[config.mk]
export PLATFORM = sky130hd
export DESIGN_NAME = booth_mult_seq_flat
export DESIGN_NICKNAME = d
export VERILOG_FILES = /design/src/rtl/booth_mult_seq_if.sv /design/src/rtl/booth_mult_seq.sv /design/src/flat_wrapper.sv
export SDC_FILE = /design/constraint.sdc
export NUM_CORES = 1
export LEC_CHECK = 0
export BUFFER_PORTS_ARGS = -buffer_cell sky130_fd_sc_hd__buf_2
export CORE_MARGIN = 5
export CORE_UTILIZATION = 35
export CTS_CLUSTER_SIZE = 8
export DETAILED_ROUTE_END_ITERATION = 7
export GPL_ROUTABILITY_DRIVEN = 0
export GPL_TIMING_DRIVEN = 0
export MAX_ROUTING_LAYER = met4
export PLACE_DENSITY = 0.63
export SLEW_MARGIN = 10
export SYNTH_ARGS = -nofsm -noshare
export SYNTH_HDL_FRONTEND = slang
export SYNTH_SLANG_ARGS = --single-unit
[constraint.sdc]
create_clock -name clock -period 4.1 [get_ports clock]
set_input_delay 0.41 -clock clock [delete_from_list [all_inputs] [get_ports clock]]
set_output_delay 0.41 -clock clock [all_outputs]
set_load 0.02 [all_outputs]
[src/rtl/booth_mult_seq_if.sv]
// Operand/result bundle between the operand source, the Booth multiplier and the result consumer.
// master drives the request side, slave is the multiplier.
interface booth_mult_seq_if #(
   parameter int WIDTH = 8
) ();
   logic                 start;
   logic                 signed_mode;
   logic [WIDTH-1:0]     multiplicand;
   logic [WIDTH-1:0]     multiplier;
   logic                 busy;
   logic                 done;
   logic [2*WIDTH-1:0]   product;

   modport master (
      output start, signed_mode, multiplicand, multiplier,
      input  busy, done, product
   );

   modport slave (
      input  start, signed_mode, multiplicand, multiplier,
      output busy, done, product
   );
endinterface

[src/rtl/booth_mult_seq.sv]
// Sequential radix-2 Booth multiplier, signed/unsigned at runtime, busy/done handshake.
// BOOTH_FAST_EN merges add/sub and shift into one cycle per iteration (fixed latency).
module booth_mult_seq #(
   parameter int WIDTH = 8
) (
   input  logic              clock,
   input  logic              reset,
   booth_mult_seq_if.slave   bus
);
   localparam int E  = WIDTH + 1;
   localparam int K  = E;
   localparam int CW = $clog2(K + 1);
   localparam logic [CW-1:0] LAST = CW'(K - 1);

   typedef enum logic [2:0] {
      IDLE  = 3'd0,
      EVAL  = 3'd1,
      ADD   = 3'd2,
      SUB   = 3'd3,
      SHIFT = 3'd4
   } state_t;

   state_t               state_q;
   logic [E-1:0]         m_q, a_q, q_q;
   logic                 qm1_q;
   logic [CW-1:0]        cnt_q;
   logic                 busy_q, done_q;
   logic [2*WIDTH-1:0]   product_q;

   logic [E-1:0]         a_add, a_sub, a_sel, a_d, q_d;
   logic                 qm1_d;
   logic [2*WIDTH-1:0]   product_d;

   always_comb begin
      a_add = a_q + m_q;
      a_sub = a_q - m_q;
      a_sel = a_q;
`ifdef BOOTH_FAST_EN
      case ({q_q[0], qm1_q})
         2'b01:   a_sel = a_add;
         2'b10:   a_sel = a_sub;
         default: a_sel = a_q;
      endcase
`endif
      {a_d, q_d, qm1_d} = {a_sel[E-1], a_sel, q_q};
      // Extension bit of each operand makes the low 2*WIDTH bits correct in both modes.
      product_d = {a_d[WIDTH-2:0], q_d};
   end

   always_ff @(posedge clock or posedge reset) begin
      if (reset) begin
         state_q   <= IDLE;
         m_q       <= '0;
         a_q       <= '0;
         q_q       <= '0;
         qm1_q     <= 1'b0;
         cnt_q     <= '0;
         busy_q    <= 1'b0;
         done_q    <= 1'b0;
         product_q <= '0;
      end else begin
         done_q <= 1'b0;
         case (state_q)
            IDLE: begin
               if (bus.start) begin
                  m_q     <= bus.signed_mode ? {bus.multiplicand[WIDTH-1], bus.multiplicand}
                                             : {1'b0, bus.multiplicand};
                  q_q     <= bus.signed_mode ? {bus.multiplier[WIDTH-1], bus.multiplier}
                                             : {1'b0, bus.multiplier};
                  a_q     <= '0;
                  qm1_q   <= 1'b0;
                  cnt_q   <= '0;
                  busy_q  <= 1'b1;
                  state_q <= EVAL;
               end
            end
`ifdef BOOTH_FAST_EN
            EVAL: begin
`else
            EVAL: begin
               case ({q_q[0], qm1_q})
                  2'b01:   state_q <= ADD;
                  2'b10:   state_q <= SUB;
                  default: state_q <= SHIFT;
               endcase
            end
            ADD: begin
               a_q     <= a_add;
               state_q <= SHIFT;
            end
            SUB: begin
               a_q     <= a_sub;
               state_q <= SHIFT;
            end
            SHIFT: begin
`endif
               a_q   <= a_d;
               q_q   <= q_d;
               qm1_q <= qm1_d;
               cnt_q <= cnt_q + CW'(1);
               if (cnt_q == LAST) begin
                  product_q <= product_d;
                  done_q    <= 1'b1;
                  busy_q    <= 1'b0;
                  state_q   <= IDLE;
               end else begin
                  state_q   <= EVAL;
               end
            end
            default: state_q <= IDLE;
         endcase
      end
   end

   assign bus.busy    = busy_q;
   assign bus.done    = done_q;
   assign bus.product = product_q;
endmodule
[src/flat_wrapper.sv]
// flat-port wrapper written by rule: the top's interface ports become plain ports
module booth_mult_seq_flat 
#(
   parameter int WIDTH = 8
)
  (clock, reset, bus_start, bus_signed_mode, bus_multiplicand, bus_multiplier, bus_busy, bus_done, bus_product);
  booth_mult_seq_if #(.WIDTH(WIDTH)) bus_i ();
  input  logic clock;
  input  logic reset;
  input wire logic [$bits(bus_i.start)-1:0] bus_start;
  input wire logic [$bits(bus_i.signed_mode)-1:0] bus_signed_mode;
  input wire logic [$bits(bus_i.multiplicand)-1:0] bus_multiplicand;
  input wire logic [$bits(bus_i.multiplier)-1:0] bus_multiplier;
  output wire logic [$bits(bus_i.busy)-1:0] bus_busy;
  output wire logic [$bits(bus_i.done)-1:0] bus_done;
  output wire logic [$bits(bus_i.product)-1:0] bus_product;
  assign bus_i.start = bus_start;
  assign bus_i.signed_mode = bus_signed_mode;
  assign bus_i.multiplicand = bus_multiplicand;
  assign bus_i.multiplier = bus_multiplier;
  assign bus_busy = bus_i.busy;
  assign bus_done = bus_i.done;
  assign bus_product = bus_i.product;
  booth_mult_seq #(.WIDTH(WIDTH)) u_core (.clock(clock), .reset(reset), .bus(bus_i));
endmodule
# Yosys cells after proc, flatten, opt, wreduce, memory -nomap -nowiden
# Cells that the tools add are included.
[totals]
ff_bits = 53
word_cells = 53
in_bits = 20
output_inout_bits = 18
[classes]
bitwise_logic = 1
n_mux = 19
n_eq_ne = 9
addsub = 3
n_reduce_logical = 11
[op_table]
columns = ["operator", "n"]
rows = [
  ["9-bit two-way mux", 4],
  ["9-bit one-hot mux with 4 select lines", 1],
  ["9-bit one-hot mux with 2 select lines", 1],
  ["3-bit one-hot mux with 4 select lines", 1],
  ["9-bit adder", 1],
  ["9-bit subtractor", 1],
  ["4-bit one-hot mux with 2 select lines", 1],
  ["2-bit AND reduction", 4],
  ["3-bit by 2-bit == test with 1-bit output (second input constant)", 2],
  ["1-bit two-way mux", 6],
  ["3-bit one-hot mux with 2 select lines", 1],
  ["3-bit AND reduction", 2],
  ["4-bit by 1-bit adder with 4-bit output (second input constant)", 1],
  ["4-bit == test (second input constant)", 1],
  ["4-bit two-way mux", 1],
  ["1-bit one-hot mux with 2 select lines", 2],
  ["4-bit nonzero test", 1],
  ["3-bit by 1-bit == test with 1-bit output (second input constant)", 1],
  ["3-bit == test (second input constant)", 1],
  ["3-bit zero test", 1],
  ["3-bit two-way mux", 1],
  ["3-bit nonzero test", 1],
  ["2-bit by 1-bit == test with 1-bit output (second input constant)", 1],
  ["2-bit == test (second input constant)", 1],
  ["other kinds (5)", 5],
]

# Depth between registers and ports, before layout
[depth]
word_depth = 3
depth_mapped = 13

# Worst setup path after synthesis
# Ideal clock, no wire load.
[synth_timing]
path_type = "flip-flop to flip-flop"
from = "register u_core.state_q[1]"
to = "register u_core.a_q[8]"
slack_ns = 1.784
setup_time_ns = 0.125
t_arrival_ns = 2.191
path_stages_with_launch = 12
n_path_buf = 2
required_ns = 3.975
synth_period_minus_slack_ns = 2.316
cell_sequence = "dfrtp_1 buf_6 and3b_1 buf_6 mux2i_1 fa_1 a211oi_1 o211ai_1 nand2_1 xnor2_1 mux2i_1 o21ai_1"
[synth_between]
elab_chain_len = 3
word_cells_on_any_way = 9
[synth_lines]
columns = ["element", "line_no", "source"]
rows = [
  ["from (decl)", "booth_mult_seq.sv:23", "state_t state_q;"],
  ["from (signal assigned)", "booth_mult_seq.sv:52", "state_q <= IDLE;"],
  ["from (signal assigned)", "booth_mult_seq.sv:74", "state_q <= EVAL;"],
  ["from (signal assigned)", "booth_mult_seq.sv:82", "2'b01: state_q <= ADD;"],
  ["3-bit by 2-bit == test with 1-bit output, or another cell as far along", "booth_mult_seq.sv:63", "case (state_q)"],
  ["3-bit nonzero test (no line), or another cell as far along", "--", ""],
  ["3-bit AND reduction (no line)", "--", ""],
  ["to (signal assigned)", "booth_mult_seq.sv:92", "a_q <= a_sub;"],
  ["to (decl)", "booth_mult_seq.sv:24", "logic [E-1:0] m_q, a_q, q_q;"],
]
# Parallel ways exist; a longest one is shown, timed or not.
# A chain may end at the register's enable or synchronous reset.

# Worst setup path after layout
[layout_timing]
from = "register u_core.state_q[2]"
to = "register u_core.a_q[8]"
# Same word-level chain as after synthesis.

==> results.ini <==
[pwr]
ir_worst_vdd_uv=319
pwr-share-seq_pct=34.2
p_per_area_nw_per_um2=809
sw_frac_of_total_pct=44.1
p_int_mw=1.45
p_comb_share_pct=54.3
clkPwrFrac_pct=11.5
power.leakage_nw=1.53
netSwitchingPower_mw=1.14

[cells_and_area]
drive_gt1_share_pct=25.6
regArea_um2=1330
fin_nets=345
final_common_cell=dfrtp_1
final_cell_mix=dfrtp_1, buf_2, nand2_1
area_growth_pct=15.0
antennaDiodeCount=0
fillers=769
finalNonFillerCells=414
multi_input_area_um2=1320

[logic_synthesis]
syn_nets=300
netlist_instances=267
netlist_area_um2=2780
synth-seq-area-share_pct=47.7
ys_seq_elements=53
avgSynthCellArea_um2=10.4
synth_edf_count=0
async_flop_share_pct=100
yosysTopAreaCellShare_pct=47.7
ys.flop_type=dfrtp_1
yosysTopAreaCell=dfrtp_1
yosysUniqueCellTypes=47
yosys_warnings=0
synthTopCellsByArea=dfrtp_1, mux2_2, ha_1

[floorplan]
die_area_um2=9830
die_x_um=99.1
die_h_um=99.1
rows=32
start_util_pct=36.0
core_area_um2=7730
io_pins=38

[routing]
first_pass_iters=4
drtIter0Drc=82
wl_mm=5.98
drc=0
postRouteAntennaNets=0
vias=2116
vias_per_cell=5.11
wl_per_cell_um=14.4

[sta]
tns_ns=0
hold_viol_final=0
worst_pin_slew_ns=0.579
finalCritPeriodShare_pct=68.9
slew_headroom_pct=61.2
fmax_mhz=354
rsz0062_at_grt=false
whs_ns=0.134
worst_slack_ns=1.28
clock_skew_ns=0.0108
min_period_ns=2.82
drv_slew=0
setup_viol=0

[clock_tree]
clock_latency_ns=0.31
path_clk_slew_ns=0.10
ctsHoldBuffers=0
clockBufferDepth=2
cts_max_level=2
clock-sinks=53
cts_resized=0
tritoncts=done
cts_root_buf=clkbuf_8
numCtsBuffers=5
cts_setup_buffers=0

[setup_path]
cp_top_family=compound AO/OA/AOI/OAI gates
critPathBufInv=1
slowest_delay_ns=0.42
path_common_cell=nand2_1
crit_type=flop to flop
rr_worst_depth=12
critPathLaunchType=flop
path_cells=buf_2 > nor2_1 > nand2_1 > o31ai_1 > xor2_1 > ha_1 > a211oi_1 > o211ai_1 > nand2_1 > xnor2_1 > mux2i_1 > o21ai_1
crit_path_end_kind=flop
cp.arrival_ns=3.02
reg2reg_slack_ns=1.28
crit_fanout=10
cp_slowest_cell=dfrtp_1
required_ns=4.29
r2r-end=u_core.a_q[8]
r2r-start=u_core.state_q[2]

[placement]
dp_hpwl_mm=4.49
dpl.cell_count=407
port_buffers=37
place_ws_ns=1.33

[grt]
grt_pass1_vias=2186
grt_usage_pct=13.4
grt_max_degree=29
grt-ovfl-total=0
grt_first_pass_wirelength_mm=10.5
antenna_found_initial=0

[run_status]
status=finished, final reports clean

[run]
maxCapViolCount=0

[min_path]
min_path_type=primary input to async pin

kinds of logic (layout without fill, tap and decap cells):
kind of cell,Yosys count,in the layout,synth area share [%]
buffers and inverters,28,73,4.95
muxes,30,30,11.7
adders and majority gates,13,13,6.12
and+or+nand+nor,73,73,12.6
AOI/OAI and AO/OA,58,58,13.2
xor gates and xnor gates,12,12,3.78
DFF,53,53,47.7
worst max-delay path by stage:
stage | startpoint | endpoint | slack [ns] | cells past startpoint
after detailed placement | u_core.state_q[2] | u_core.a_q[8] | 1.33 | 12
final | u_core.state_q[2] | u_core.a_q[8] | 1.28 | 12
after global placement | u_core.state_q[2] | u_core.a_q[8] | 1.32 | 12
after CTS | u_core.state_q[2] | u_core.a_q[8] | 1.27 | 12
after global routing | u_core.state_q[2] | u_core.a_q[8] | 0.99 | 12
after floorplan | u_core.state_q[1] | u_core.a_q[8] | 1.78 | 11
cell type report:
class                      instances  share of cell area (%)
sequential                        53                    41.5
clock inverter                     2                   0.508
inverter                          16                    1.88
clock buffer                       5                    2.15
timing repair buffer              38                    6.41
multi-input combinational        186                    41.2
tap                              102                    3.99
buffer                            12                    2.42
cell usage after synthesis, types with 2 or more instances:
master    count
xor2_1        5
o211ai_1      2
buf_2         5
buf_6         3
clkbuf_1      2
a22oi_1       3
a221oi_1      2
o31ai_1       2
o21ai_0      24
nor2_1       23
mux2i_1      10
dfrtp_1      53
xnor2_1       7
o21bai_1      2
ha_1         12
mux2_2       20
nand2_1      31
nor4b_1       2
nor4_1        2
inv_1        16
a22o_1        3
a21oi_1      11
a32oi_1       2
nand3_1       2
worst reg2reg max path, delay by kind of cell (launching register included):
family | cells | cell delay (ns)
adders and majority gates | 1 | 0.28
xor gates and xnor gates | 2 | 0.27
buffers and inverters | 1 | 0.18
DFF | 1 | 0.42
muxes | 1 | 0.22
AOI/OAI and AO/OA | 4 | 0.70
and+or+nand+nor | 3 | 0.64
through the flow:
step	util (%)	total power [mW]	instance area, µm²
2_1_floorplan	-	1.97	2780
3_3_place_gp	40.0	2.25	3090
3_5_place_dp	40.3	2.29	3110
4_1_cts	41.4	2.61	3200
5_1_grt	41.4	2.85	3200
6_report	41.4	2.59	3200
flip-flops by register name, indices dropped and copies added, names as in the netlist:
name	cells
u_core.a_q	9
u_core.bus.busy	1
u_core.bus.done	1
u_core.bus.product	16
u_core.cnt_q	4
u_core.m_q	9
u_core.q_q	9
u_core.qm1_q	1
u_core.state_q	3
power by group through the flow:
stage          Clock (mW)  Combinational (mW)  Sequential (mW)
4_1_cts             0.309                1.41            0.886
3_3_place_gp            0                1.36            0.886
2_1_floorplan           0                1.07            0.898
6_report            0.297                1.41            0.885
3_5_place_dp            0                1.40            0.896
5_1_grt             0.332                1.60            0.916
metal layers:
metal  vias up  track usage [%]  wire, µm
met3        12             3.44       301
met2        47             20.4      2780
met5         -                -         0
met4         0             4.31       106
met1      1034             17.6      2800
li1       1023                -         -
(Power assumes the default switching activity.)
